## src/rtl/sync_frame_ctrl_if.sv

```systemverilog
// Stream-side bundle for the frame controller.
// Carries the correlation metric stream, the detection threshold and the
// handshake signals observed on the synchronizer output.
interface sync_frame_ctrl_if;
  logic [31:0] i_corr_tdata;
  logic        i_corr_tvalid;
  logic [31:0] i_threshold;
  logic        i_sync_tvalid;
  logic        i_sync_tready;
  logic        i_sync_tlast;

  // Producer side: whoever supplies the metric stream and the monitor taps
  modport master (
    output i_corr_tdata,
    output i_corr_tvalid,
    output i_threshold,
    output i_sync_tvalid,
    output i_sync_tready,
    output i_sync_tlast
  );

  // Consumer side: the frame controller only observes these signals
  modport slave (
    input i_corr_tdata,
    input i_corr_tvalid,
    input i_threshold,
    input i_sync_tvalid,
    input i_sync_tready,
    input i_sync_tlast
  );
endinterface

```

## src/rtl/sync_frame_ctrl.sv

```systemverilog
// Frame synchronisation controller.
// Arms on a software pulse, searches the correlation metric for a sample
// above threshold, tracks the peak until a window of G_PEAK_WIN valid
// samples brings no new maximum, then supervises the synchronizer output
// until the configured number of symbols (tlast beats) has gone by or the
// output stalls for G_TIMEOUT cycles.
module sync_frame_ctrl #(
  parameter int G_PEAK_WIN = 8,
  parameter int G_TIMEOUT  = 65536
) (
  input  logic        axis_aclk,
  input  logic        axis_aresetn,
  input  logic        i_arm,
  input  logic        i_abort,
  input  logic [11:0] i_cfg_nfft,
  input  logic [11:0] i_cfg_cp_len,
  input  logic [3:0]  i_cfg_symbols,
  input  logic [9:0]  i_cfg_trig_offset,
  sync_frame_ctrl_if.slave bus,
  output logic [11:0] o_nfft,
  output logic [11:0] o_cp_len,
  output logic [3:0]  o_symbols,
  output logic [9:0]  o_trig_offset,
  output logic        o_max_sync,
  output logic        o_busy,
  output logic        o_done,
  output logic        o_timeout,
  output logic [1:0]  o_state,
  output logic [31:0] o_peak
);

  typedef enum logic [1:0] {
    IDLE   = 2'd0,
    SEARCH = 2'd1,
    PEAK   = 2'd2,
    STREAM = 2'd3
  } state_t;

  // Counter widths sized so the terminal value is representable
  localparam int WW = (G_PEAK_WIN < 2) ? 1 : $clog2(G_PEAK_WIN + 1);
  localparam int TW = (G_TIMEOUT  < 2) ? 1 : $clog2(G_TIMEOUT + 1);

  // Value held by a counter on the cycle before it would reach its limit
  localparam logic [WW-1:0] WIN_LAST = WW'(G_PEAK_WIN - 1);
  localparam logic [WW-1:0] WIN_MAX  = {WW{1'b1}};
  localparam logic [TW-1:0] TO_LAST  = TW'(G_TIMEOUT - 1);
  localparam logic [TW-1:0] TO_MAX   = {TW{1'b1}};

  state_t state_q, state_d;

  logic [11:0]   nfft_q,    nfft_d;
  logic [11:0]   cp_len_q,  cp_len_d;
  logic [3:0]    symbols_q, symbols_d;
  logic [9:0]    trig_q,    trig_d;

  logic [31:0]   peak_reg_q, peak_reg_d;
  logic [31:0]   peak_out_q, peak_out_d;
  logic [WW-1:0] win_cnt_q,  win_cnt_d;
  logic [3:0]    beat_cnt_q, beat_cnt_d;
  logic [TW-1:0] idle_cnt_q, idle_cnt_d;

  logic          max_sync_q, max_sync_d;
  logic          done_q,     done_d;
  logic          timeout_q,  timeout_d;
  logic          busy_q,     busy_d;

  // Handshake qualifiers and completion target
  logic          corr_hit;
  logic          sync_hs;
  logic          sync_last;
  logic [3:0]    sym_target;
  logic          frame_complete;
  logic          stall_expired;

  assign corr_hit   = bus.i_corr_tvalid && (bus.i_corr_tdata > bus.i_threshold);
  assign sync_hs    = bus.i_sync_tvalid && bus.i_sync_tready;
  assign sync_last  = sync_hs && bus.i_sync_tlast;

  // A zero symbol count still means one frame's worth of tlast
  assign sym_target = (symbols_q == 4'd0) ? 4'd1 : symbols_q;

  assign frame_complete = sync_last &&
                          (({1'b0, beat_cnt_q} + 5'd1) >= {1'b0, sym_target});
  assign stall_expired  = !sync_hs && (idle_cnt_q == TO_LAST);

  // Next-state and datapath decisions; abort overrides everything else
  always_comb begin
    state_d    = state_q;
    nfft_d     = nfft_q;
    cp_len_d   = cp_len_q;
    symbols_d  = symbols_q;
    trig_d     = trig_q;
    peak_reg_d = peak_reg_q;
    peak_out_d = peak_out_q;
    win_cnt_d  = win_cnt_q;
    beat_cnt_d = beat_cnt_q;
    idle_cnt_d = idle_cnt_q;
    max_sync_d = 1'b0;
    done_d     = 1'b0;
    timeout_d  = 1'b0;

    if (i_abort) begin
      state_d    = IDLE;
      win_cnt_d  = '0;
      beat_cnt_d = '0;
      idle_cnt_d = '0;
    end else begin
      unique case (state_q)
        IDLE: begin
          win_cnt_d  = '0;
          beat_cnt_d = '0;
          idle_cnt_d = '0;
          if (i_arm) begin
            nfft_d    = i_cfg_nfft;
            cp_len_d  = i_cfg_cp_len;
            symbols_d = i_cfg_symbols;
            trig_d    = i_cfg_trig_offset;
            state_d   = SEARCH;
          end
        end

        SEARCH: begin
          if (corr_hit) begin
            peak_reg_d = bus.i_corr_tdata;
            win_cnt_d  = '0;
            state_d    = PEAK;
          end
        end

        PEAK: begin
          // Invalid cycles freeze the window; equal samples are not new maxima
          if (bus.i_corr_tvalid) begin
            if (bus.i_corr_tdata > peak_reg_q) begin
              peak_reg_d = bus.i_corr_tdata;
              win_cnt_d  = '0;
            end else if (win_cnt_q == WIN_LAST) begin
              max_sync_d = 1'b1;
              peak_out_d = peak_reg_q;
              win_cnt_d  = '0;
              beat_cnt_d = '0;
              idle_cnt_d = '0;
              state_d    = STREAM;
            end else if (win_cnt_q != WIN_MAX) begin
              win_cnt_d = win_cnt_q + 1'b1;
            end
          end
        end

        STREAM: begin
          // Completion is checked first so it wins over a coincident stall
          if (frame_complete) begin
            done_d     = 1'b1;
            beat_cnt_d = '0;
            idle_cnt_d = '0;
            state_d    = IDLE;
          end else if (stall_expired) begin
            timeout_d  = 1'b1;
            beat_cnt_d = '0;
            idle_cnt_d = '0;
            state_d    = IDLE;
          end else begin
            if (sync_last && (beat_cnt_q != 4'hF)) begin
              beat_cnt_d = beat_cnt_q + 1'b1;
            end
            if (sync_hs) begin
              idle_cnt_d = '0;
            end else if (idle_cnt_q != TO_MAX) begin
              idle_cnt_d = idle_cnt_q + 1'b1;
            end
          end
        end

        default: state_d = IDLE;
      endcase
    end

    // Busy tracks the state being entered so it lines up with o_state
    busy_d = (state_d != IDLE);
  end

  // State register
  always_ff @(posedge axis_aclk or negedge axis_aresetn) begin
    if (!axis_aresetn) begin
      state_q <= IDLE;
    end else begin
      state_q <= state_d;
    end
  end

  // Configuration, counters, peak tracking and registered status outputs
  always_ff @(posedge axis_aclk or negedge axis_aresetn) begin
    if (!axis_aresetn) begin
      nfft_q     <= '0;
      cp_len_q   <= '0;
      symbols_q  <= '0;
      trig_q     <= '0;
      peak_reg_q <= '0;
      peak_out_q <= '0;
      win_cnt_q  <= '0;
      beat_cnt_q <= '0;
      idle_cnt_q <= '0;
      max_sync_q <= 1'b0;
      done_q     <= 1'b0;
      timeout_q  <= 1'b0;
      busy_q     <= 1'b0;
    end else begin
      nfft_q     <= nfft_d;
      cp_len_q   <= cp_len_d;
      symbols_q  <= symbols_d;
      trig_q     <= trig_d;
      peak_reg_q <= peak_reg_d;
      peak_out_q <= peak_out_d;
      win_cnt_q  <= win_cnt_d;
      beat_cnt_q <= beat_cnt_d;
      idle_cnt_q <= idle_cnt_d;
      max_sync_q <= max_sync_d;
      done_q     <= done_d;
      timeout_q  <= timeout_d;
      busy_q     <= busy_d;
    end
  end

  assign o_nfft        = nfft_q;
  assign o_cp_len      = cp_len_q;
  assign o_symbols     = symbols_q;
  assign o_trig_offset = trig_q;
  assign o_max_sync    = max_sync_q;
  assign o_busy        = busy_q;
  assign o_done        = done_q;
  assign o_timeout     = timeout_q;
  assign o_state       = state_q;
  assign o_peak        = peak_out_q;

endmodule

```

## src/flat_wrapper.sv

```systemverilog
// flat-port wrapper written by rule: the top's interface ports become plain ports
module sync_frame_ctrl_flat 
#(
  parameter int G_PEAK_WIN = 8,
  parameter int G_TIMEOUT  = 65536
)
  (axis_aclk, axis_aresetn, i_arm, i_abort, i_cfg_nfft, i_cfg_cp_len, i_cfg_symbols, i_cfg_trig_offset, o_nfft, o_cp_len, o_symbols, o_trig_offset, o_max_sync, o_busy, o_done, o_timeout, o_state, o_peak, bus_i_corr_tdata, bus_i_corr_tvalid, bus_i_threshold, bus_i_sync_tvalid, bus_i_sync_tready, bus_i_sync_tlast);
  sync_frame_ctrl_if bus_i ();
  input  logic axis_aclk;
  input  logic axis_aresetn;
  input  logic i_arm;
  input  logic i_abort;
  input  logic [11:0] i_cfg_nfft;
  input  logic [11:0] i_cfg_cp_len;
  input  logic [3:0] i_cfg_symbols;
  input  logic [9:0] i_cfg_trig_offset;
  output logic [11:0] o_nfft;
  output logic [11:0] o_cp_len;
  output logic [3:0] o_symbols;
  output logic [9:0] o_trig_offset;
  output logic o_max_sync;
  output logic o_busy;
  output logic o_done;
  output logic o_timeout;
  output logic [1:0] o_state;
  output logic [31:0] o_peak;
  input wire logic [$bits(bus_i.i_corr_tdata)-1:0] bus_i_corr_tdata;
  input wire logic [$bits(bus_i.i_corr_tvalid)-1:0] bus_i_corr_tvalid;
  input wire logic [$bits(bus_i.i_threshold)-1:0] bus_i_threshold;
  input wire logic [$bits(bus_i.i_sync_tvalid)-1:0] bus_i_sync_tvalid;
  input wire logic [$bits(bus_i.i_sync_tready)-1:0] bus_i_sync_tready;
  input wire logic [$bits(bus_i.i_sync_tlast)-1:0] bus_i_sync_tlast;
  assign bus_i.i_corr_tdata = bus_i_corr_tdata;
  assign bus_i.i_corr_tvalid = bus_i_corr_tvalid;
  assign bus_i.i_threshold = bus_i_threshold;
  assign bus_i.i_sync_tvalid = bus_i_sync_tvalid;
  assign bus_i.i_sync_tready = bus_i_sync_tready;
  assign bus_i.i_sync_tlast = bus_i_sync_tlast;
  sync_frame_ctrl #(.G_PEAK_WIN(G_PEAK_WIN), .G_TIMEOUT(G_TIMEOUT)) u_core (.axis_aclk(axis_aclk), .axis_aresetn(axis_aresetn), .i_arm(i_arm), .i_abort(i_abort), .i_cfg_nfft(i_cfg_nfft), .i_cfg_cp_len(i_cfg_cp_len), .i_cfg_symbols(i_cfg_symbols), .i_cfg_trig_offset(i_cfg_trig_offset), .bus(bus_i), .o_nfft(o_nfft), .o_cp_len(o_cp_len), .o_symbols(o_symbols), .o_trig_offset(o_trig_offset), .o_max_sync(o_max_sync), .o_busy(o_busy), .o_done(o_done), .o_timeout(o_timeout), .o_state(o_state), .o_peak(o_peak));
endmodule
```

## config.mk

```make
export PLATFORM = sky130hd
export DESIGN_NAME = sync_frame_ctrl_flat
export DESIGN_NICKNAME = d
export VERILOG_FILES = /design/src/rtl/sync_frame_ctrl_if.sv /design/src/rtl/sync_frame_ctrl.sv /design/src/flat_wrapper.sv
export SDC_FILE = /design/constraint.sdc
export NUM_CORES = 1
export LEC_CHECK = 0
export CORE_MARGIN = 10
export CORE_UTILIZATION = 54
export DETAILED_ROUTE_END_ITERATION = 8
export PLACE_DENSITY_LB_ADDON = 0.3
export SLEW_MARGIN = 30
export SYNTH_ARGS = -nofsm -noshare
export SYNTH_HDL_FRONTEND = slang
export SYNTH_SLANG_ARGS = --single-unit
```

## constraint.sdc

```tcl
create_clock -name axis_aclk -period 4.9 [get_ports axis_aclk]
set_input_delay 0.735 -clock axis_aclk [delete_from_list [all_inputs] [get_ports axis_aclk]]
set_output_delay 0.735 -clock axis_aclk [all_outputs]
set_load 0.02 [all_outputs]
```

Word-level counts from Yosys, hierarchy flattened:

Cells that the tools add are included.

* flip-flop bits (word level): 133
* output and inout port bits: 76

* $add $sub $neg: 4
* magnitude comparators: 3
* eq/ne operators: 18
* muxes and demuxes: 50
* bitwise gates (word level): 2
* reductions and logical operators: 19

Operators by type and width (count)
* 2-to-1 mux 17 bit: 8
* 2-to-1 mux 32 bit: 3
* greater-than comparator 32 bit: 2
* case mux 32 bit (2 select lines): 1
* 2-to-1 mux 4 bit: 14
* case mux 17 bit (3 select lines): 1
* case mux 4 bit (3 select lines): 2
* AND reduction 5 bit: 4
* adder 17 x 1 -> 17 bit, second input constant: 1
* equality test 17 x 16 -> 1 bit, second input constant: 1
* != test 17 bit, second input constant: 1
* 2-to-1 mux 2 bit: 8
* 2-to-1 mux 1 bit: 12
* != test 5 x 2 -> 1 bit, second input constant: 2
* adder 4 x 1 -> 4 bit, second input constant: 2
* != test 4 bit, second input constant: 2
* case mux 2 bit (4 select lines): 1
* nonzero test 4 bit: 2
* logical AND 1 bit: 6
* != test 3 x 2 -> 1 bit, second input constant: 2
* != test 3 bit, second input constant: 2
* != test 6 x 2 -> 1 bit, second input constant: 1
* adder 4 x 1 -> 5 bit, second input constant: 1
* greater-or-equal comparator 5 x 4 -> 1 bit: 1
* 12 further kinds: 16

Depth between registers and ports, before layout:

* depth after elaboration: 8
* depth in mapped cells: 13
* depth with buffers taken out: 13

Worst setup path before layout:

OpenSTA, ideal clock, no wires.

* kind: input to register
* from: input port bus_i_threshold[15]
* to: register u_core.peak_reg_q[0]
* library setup time: 125 ps
* arrival time: 2774 ps
* data required time: 4775 ps
* path slack: 2001 ps
* stages: 8
* path buffers: 0
* cells stage by stage: inv_1 ha_1 nand4_1 a2111o_1 a31oi_2 nor3b_4 nor4_4 mux2_4

* word-level cells in the longest chain between the ends: 4

Ends and longest elaborated chain
* start, declared: line flat_wrapper.sv:29 `input wire logic [$bits(bus_i.i_threshold)-1:0] bus_i_threshold;`
* greater-than comparator 32 bit: line sync_frame_ctrl.sv:75 `assign corr_hit = bus.i_corr_tvalid && (bus.i_corr_tdata > bus.i_threshold);`
* logical AND 1 bit: line sync_frame_ctrl.sv:75
* != test 2 x 1 -> 1 bit (no source line)
* AND reduction 5 bit (no source line)
* end signal, assigned: line sync_frame_ctrl.sv:211 `peak_reg_q <= peak_reg_d;`
* end, declared: line sync_frame_ctrl.sv:56 `logic [31:0] peak_reg_q, peak_reg_d;`

Every way passes these cells.
A chain may end at the register's enable or synchronous reset.

Final worst setup path:

* from: register u_core.idle_cnt_q[0]
* to: register u_core.idle_cnt_q[15]

* word-level cells in the longest chain between the ends: 7
* elaborated cells between the ends (all ways): 12
* those cells by class: add/sub: 1; eq/ne: 3; mux: 6; reduce/logical: 2

Ends and longest elaborated chain
* start, declared: line sync_frame_ctrl.sv:60 `logic [TW-1:0] idle_cnt_q, idle_cnt_d;`
* start signal, assigned: line sync_frame_ctrl.sv:215 `idle_cnt_q <= idle_cnt_d;`
* adder 17 x 1 -> 17 bit: line sync_frame_ctrl.sv:168 `idle_cnt_d = idle_cnt_q + 1'b1;`
* 2-to-1 mux 17 bit: line sync_frame_ctrl.sv:167 `end else if (idle_cnt_q != TO_MAX) begin`
* 2-to-1 mux 17 bit: line sync_frame_ctrl.sv:165 `if (sync_hs) begin`
* 2-to-1 mux 17 bit: line sync_frame_ctrl.sv:156 `end else if (stall_expired) begin`
* 2-to-1 mux 17 bit: line sync_frame_ctrl.sv:151 `if (frame_complete) begin`
* case mux 17 bit (3 select lines): line sync_frame_ctrl.sv:108 `unique case (state_q)`
* 2-to-1 mux 17 bit: line sync_frame_ctrl.sv:102 `if (i_abort) begin`

Parallel ways exist; a longest one is shown, timed or not. The select of a mux whose other input is x is not followed.

==> metrics <==
required time worst endpoint 5220 ps; worst path cell trace ha_1, and3_1, nand3_1, or2_2, nor4_1, ha_1, nor3_1, and3_1, nand3_1, nor2_1, a31oi_1, o21ai_0, o31ai_2; final hold slack 340 ps; largest net degree at the start of global routing 81; EDFF count, synth 0; CTS sink count 133; Reg clk slew, reported paths 50 ps; Core Area 13900 um2; DIE WIDTH 139 um; Num CTS Buffers 17; grt total ovfl 0; Setup Skew 7.82 ps; vias in the first global route 6564; count of different cell masters after synthesis 64; Clock Path Buffers 2; Setup Buffers After CTS 0; Die ar. 19300 um2; # fillers 964; Initial Util 0.549; Top Ports 186; detailed placement HPWL 15.6 mm; DP Cell Count 1052; critical path endpoint category flop; layout cells sized above 1 0.212; IO buf count 185; post-synth top area cell dfrtp_1; Syn Inst Count 701; gpl congestion 0.895; Layout area overhead 33.3%; drt wl/cell 18.8 um; cts hold-fix bufs 0; Hold Crit Class input pin to async pin; ANT cells 0; CTS tree done; outcome finished, final reports clean; nets 1078; R2R depth 13; Commonest cells post-synth dfrtp_1 (133), ha_1 (77), inv_1 (76), mux2_2 (70); stages on the worst setup path 13; first-pass GRT wire length 33.1 mm; Final setup viols 0; most common cell in the netlist dfrtp_1; Antenna Violating Nets Remaining 0; top-area cell type share of the netlist area 0.437; via count 6029; initial antenna violation count 0; final worst-path cycle share 0.765; CP Launch Type flop; Max Cap Viol 0; Crit path arrival time 4070 ps; CTS resizes 0; Bufs and invs on worst path 0; Slowest-stage cell, CP ha_1; Worst VDD drop 0.304 mV; Post-route DRC 0; WS Path Type flop to flop; crit-path max cell delay 630 ps; all-layer global routing usage 0.209; First DRT Iteration DRCs 280; syn avg cell area 10.9 um2; Rows 43; Clk Latency, worst-skew pair 410 ps; Via density 5.58; Hold Fails Final Rpt 0; Synth area leaders dfrtp_1 (44%), ha_1 (13%), mux2_2 (10%); final setup margin 1150 ps; Place WS 824 ps; fin crit period 3750 ps; register bit total from synthesis 133; Power Dens Cells 437 nW/um2; Die Ht 139 um; cell area after synthesis 7620 um2; Slew @ Worst Pin 748 ps; root buffer cell clkbuf_16; FMAX 0.267 GHz; leakage 0.00465 uW; ys flop type dfrtp_1; Synthesized Nets 888; drt pass-1 iters 5; crit-path max FO 13; Synth Warn # 0; Slew headroom 0.501; crit-path leading delay family simple AND/OR/NAND/NOR gates; Post-Layout Cell Count 1080; post-route setup TNS 0 ps; Post-Route WL 20.3 mm; Slew Limit Fails 0; H-tree Lvls 4; sequential share of the synthesized area 0.437; RSZ-0062 raised after global routing false; Synth async-reset ratio 1.00
worst register-to-register path, stage by stage (launching register included):
cell and delay, ps:
dfrtp_1 400, ha_1 240, and3_1 200, nand3_1 160, or2_2 380, nor4_1 520
ha_1 630, nor3_1 240, and3_1 270, nand3_1 160, nor2_1 100, a31oi_1 160
o21ai_0 110, o31ai_2 70
per-layer routing:
layer	global-route usage	up-vias	wire length, um
met4	0.0708	0	337
met1	0.230	2951	7980
met3	0.0527	29	943
met5	0	-	0
met2	0.380	172	11000
li1	-	2877	-
flip-flops by register name, summed over array words and instances (netlist names):
| signal | flops |
|---|---|
| u_core.o_timeout | 1 |
| u_core.peak_reg_q | 32 |
| u_core.o_max_sync | 1 |
| u_core.o_symbols | 4 |
| u_core.o_done | 1 |
| u_core.beat_cnt_q | 4 |
| u_core.o_trig_offset | 10 |
| u_core.o_cp_len | 12 |
| u_core.o_nfft | 12 |
| u_core.win_cnt_q | 4 |
| u_core.o_busy | 1 |
| u_core.o_state | 2 |
| u_core.idle_cnt_q | 17 |
| u_core.o_peak | 32 |
final timing paths:
check,from,endpoint,slack (ps)
setup reg to reg,u_core.idle_cnt_q[0]$_DFFE_PN0P_,u_core.idle_cnt_q[15]$_DFFE_PN0P_,1150
hold reg to reg,u_core.idle_cnt_q[15]$_DFFE_PN0P_,u_core.idle_cnt_q[15]$_DFFE_PN0P_,490
max in group asynchronous,axis_aresetn,u_core.peak_reg_q[27]$_DFFE_PN0P_,3370
min in group axis_aclk,u_core.idle_cnt_q[15]$_DFFE_PN0P_,u_core.idle_cnt_q[15]$_DFFE_PN0P_,490
hold / removal,axis_aresetn,u_core.o_peak[11]$_DFFE_PN0P_,340
setup / recovery,u_core.idle_cnt_q[0]$_DFFE_PN0P_,u_core.idle_cnt_q[15]$_DFFE_PN0P_,1150
placed cells by master, fill, tap and decap left out, types with 3 or more instances in the layout:
cell type,Yosys,layout
clkdlybuf4s50_1,0,184
dfrtp_1,133,133
ha_1,77,77
inv_1,76,76
mux2_2,70,70
nand2_1,35,35
a21oi_1,35,35
o21ai_0,29,29
nand2_2,29,29
o21ai_2,29,29
nor2_1,26,26
nand3_1,17,17
clkbuf_16,0,17
nand4_1,14,14
nand2b_1,10,10
o31ai_2,7,7
buf_4,0,7
and3_1,6,6
o41ai_2,6,6
nor3_1,5,5
o21ai_1,5,5
a31oi_1,5,5
o22ai_1,5,5
clkbuf_8,0,5
a221oi_1,4,4
nor4_1,3,3
a211oi_1,3,3
o211ai_1,3,3
o41ai_1,3,3
o21a_1,3,3
stage by stage:
stage | total power, uW | util | instance area [um2]
final | 4440 | 0.732 | 10200
after global routing | 4690 | 0.732 | 10200
after CTS | 4470 | 0.732 | 10200
after detailed placement | 3260 | 0.693 | 9620
after global placement | 3170 | 0.693 | 9620
after floorplan | 2590 | - | 7620
cells by family after synthesis:
| group | after synthesis | synth area share |
|---|---|---|
| XOR/XNOR | 2 | 0.00230 |
| multiplexers | 72 | 0.107 |
| flip-flops | 133 | 0.437 |
| AND/OR/NAND/NOR | 163 | 0.119 |
| buffers and inverters | 97 | 0.0555 |
| adder cells (fa/ha/maj) | 77 | 0.126 |
| AO/OA/AOI/OAI | 157 | 0.153 |
area by class of cell:
cell class	instances	area, um2	area share
multi-input cells	471	3870	0.381
inverters	76	285	0.0281
clock buffers	24	502	0.0494
clock inverters	4	47.5	0.00468
repair buffers	192	1910	0.187
well taps	180	225	0.0222
flip-flops and latches	133	3330	0.327
where the power goes:
part / total, uW / internal (uW) / leakage [uW] / switching [uW]
sequential: 1540 / 1380 / 0.00171 / 160
combinational: 1710 / 801 / 0.00266 / 912
clock: 1190 / 751 / 0.000270 / 437
Note: power is estimated with default switching activity, not from simulation.
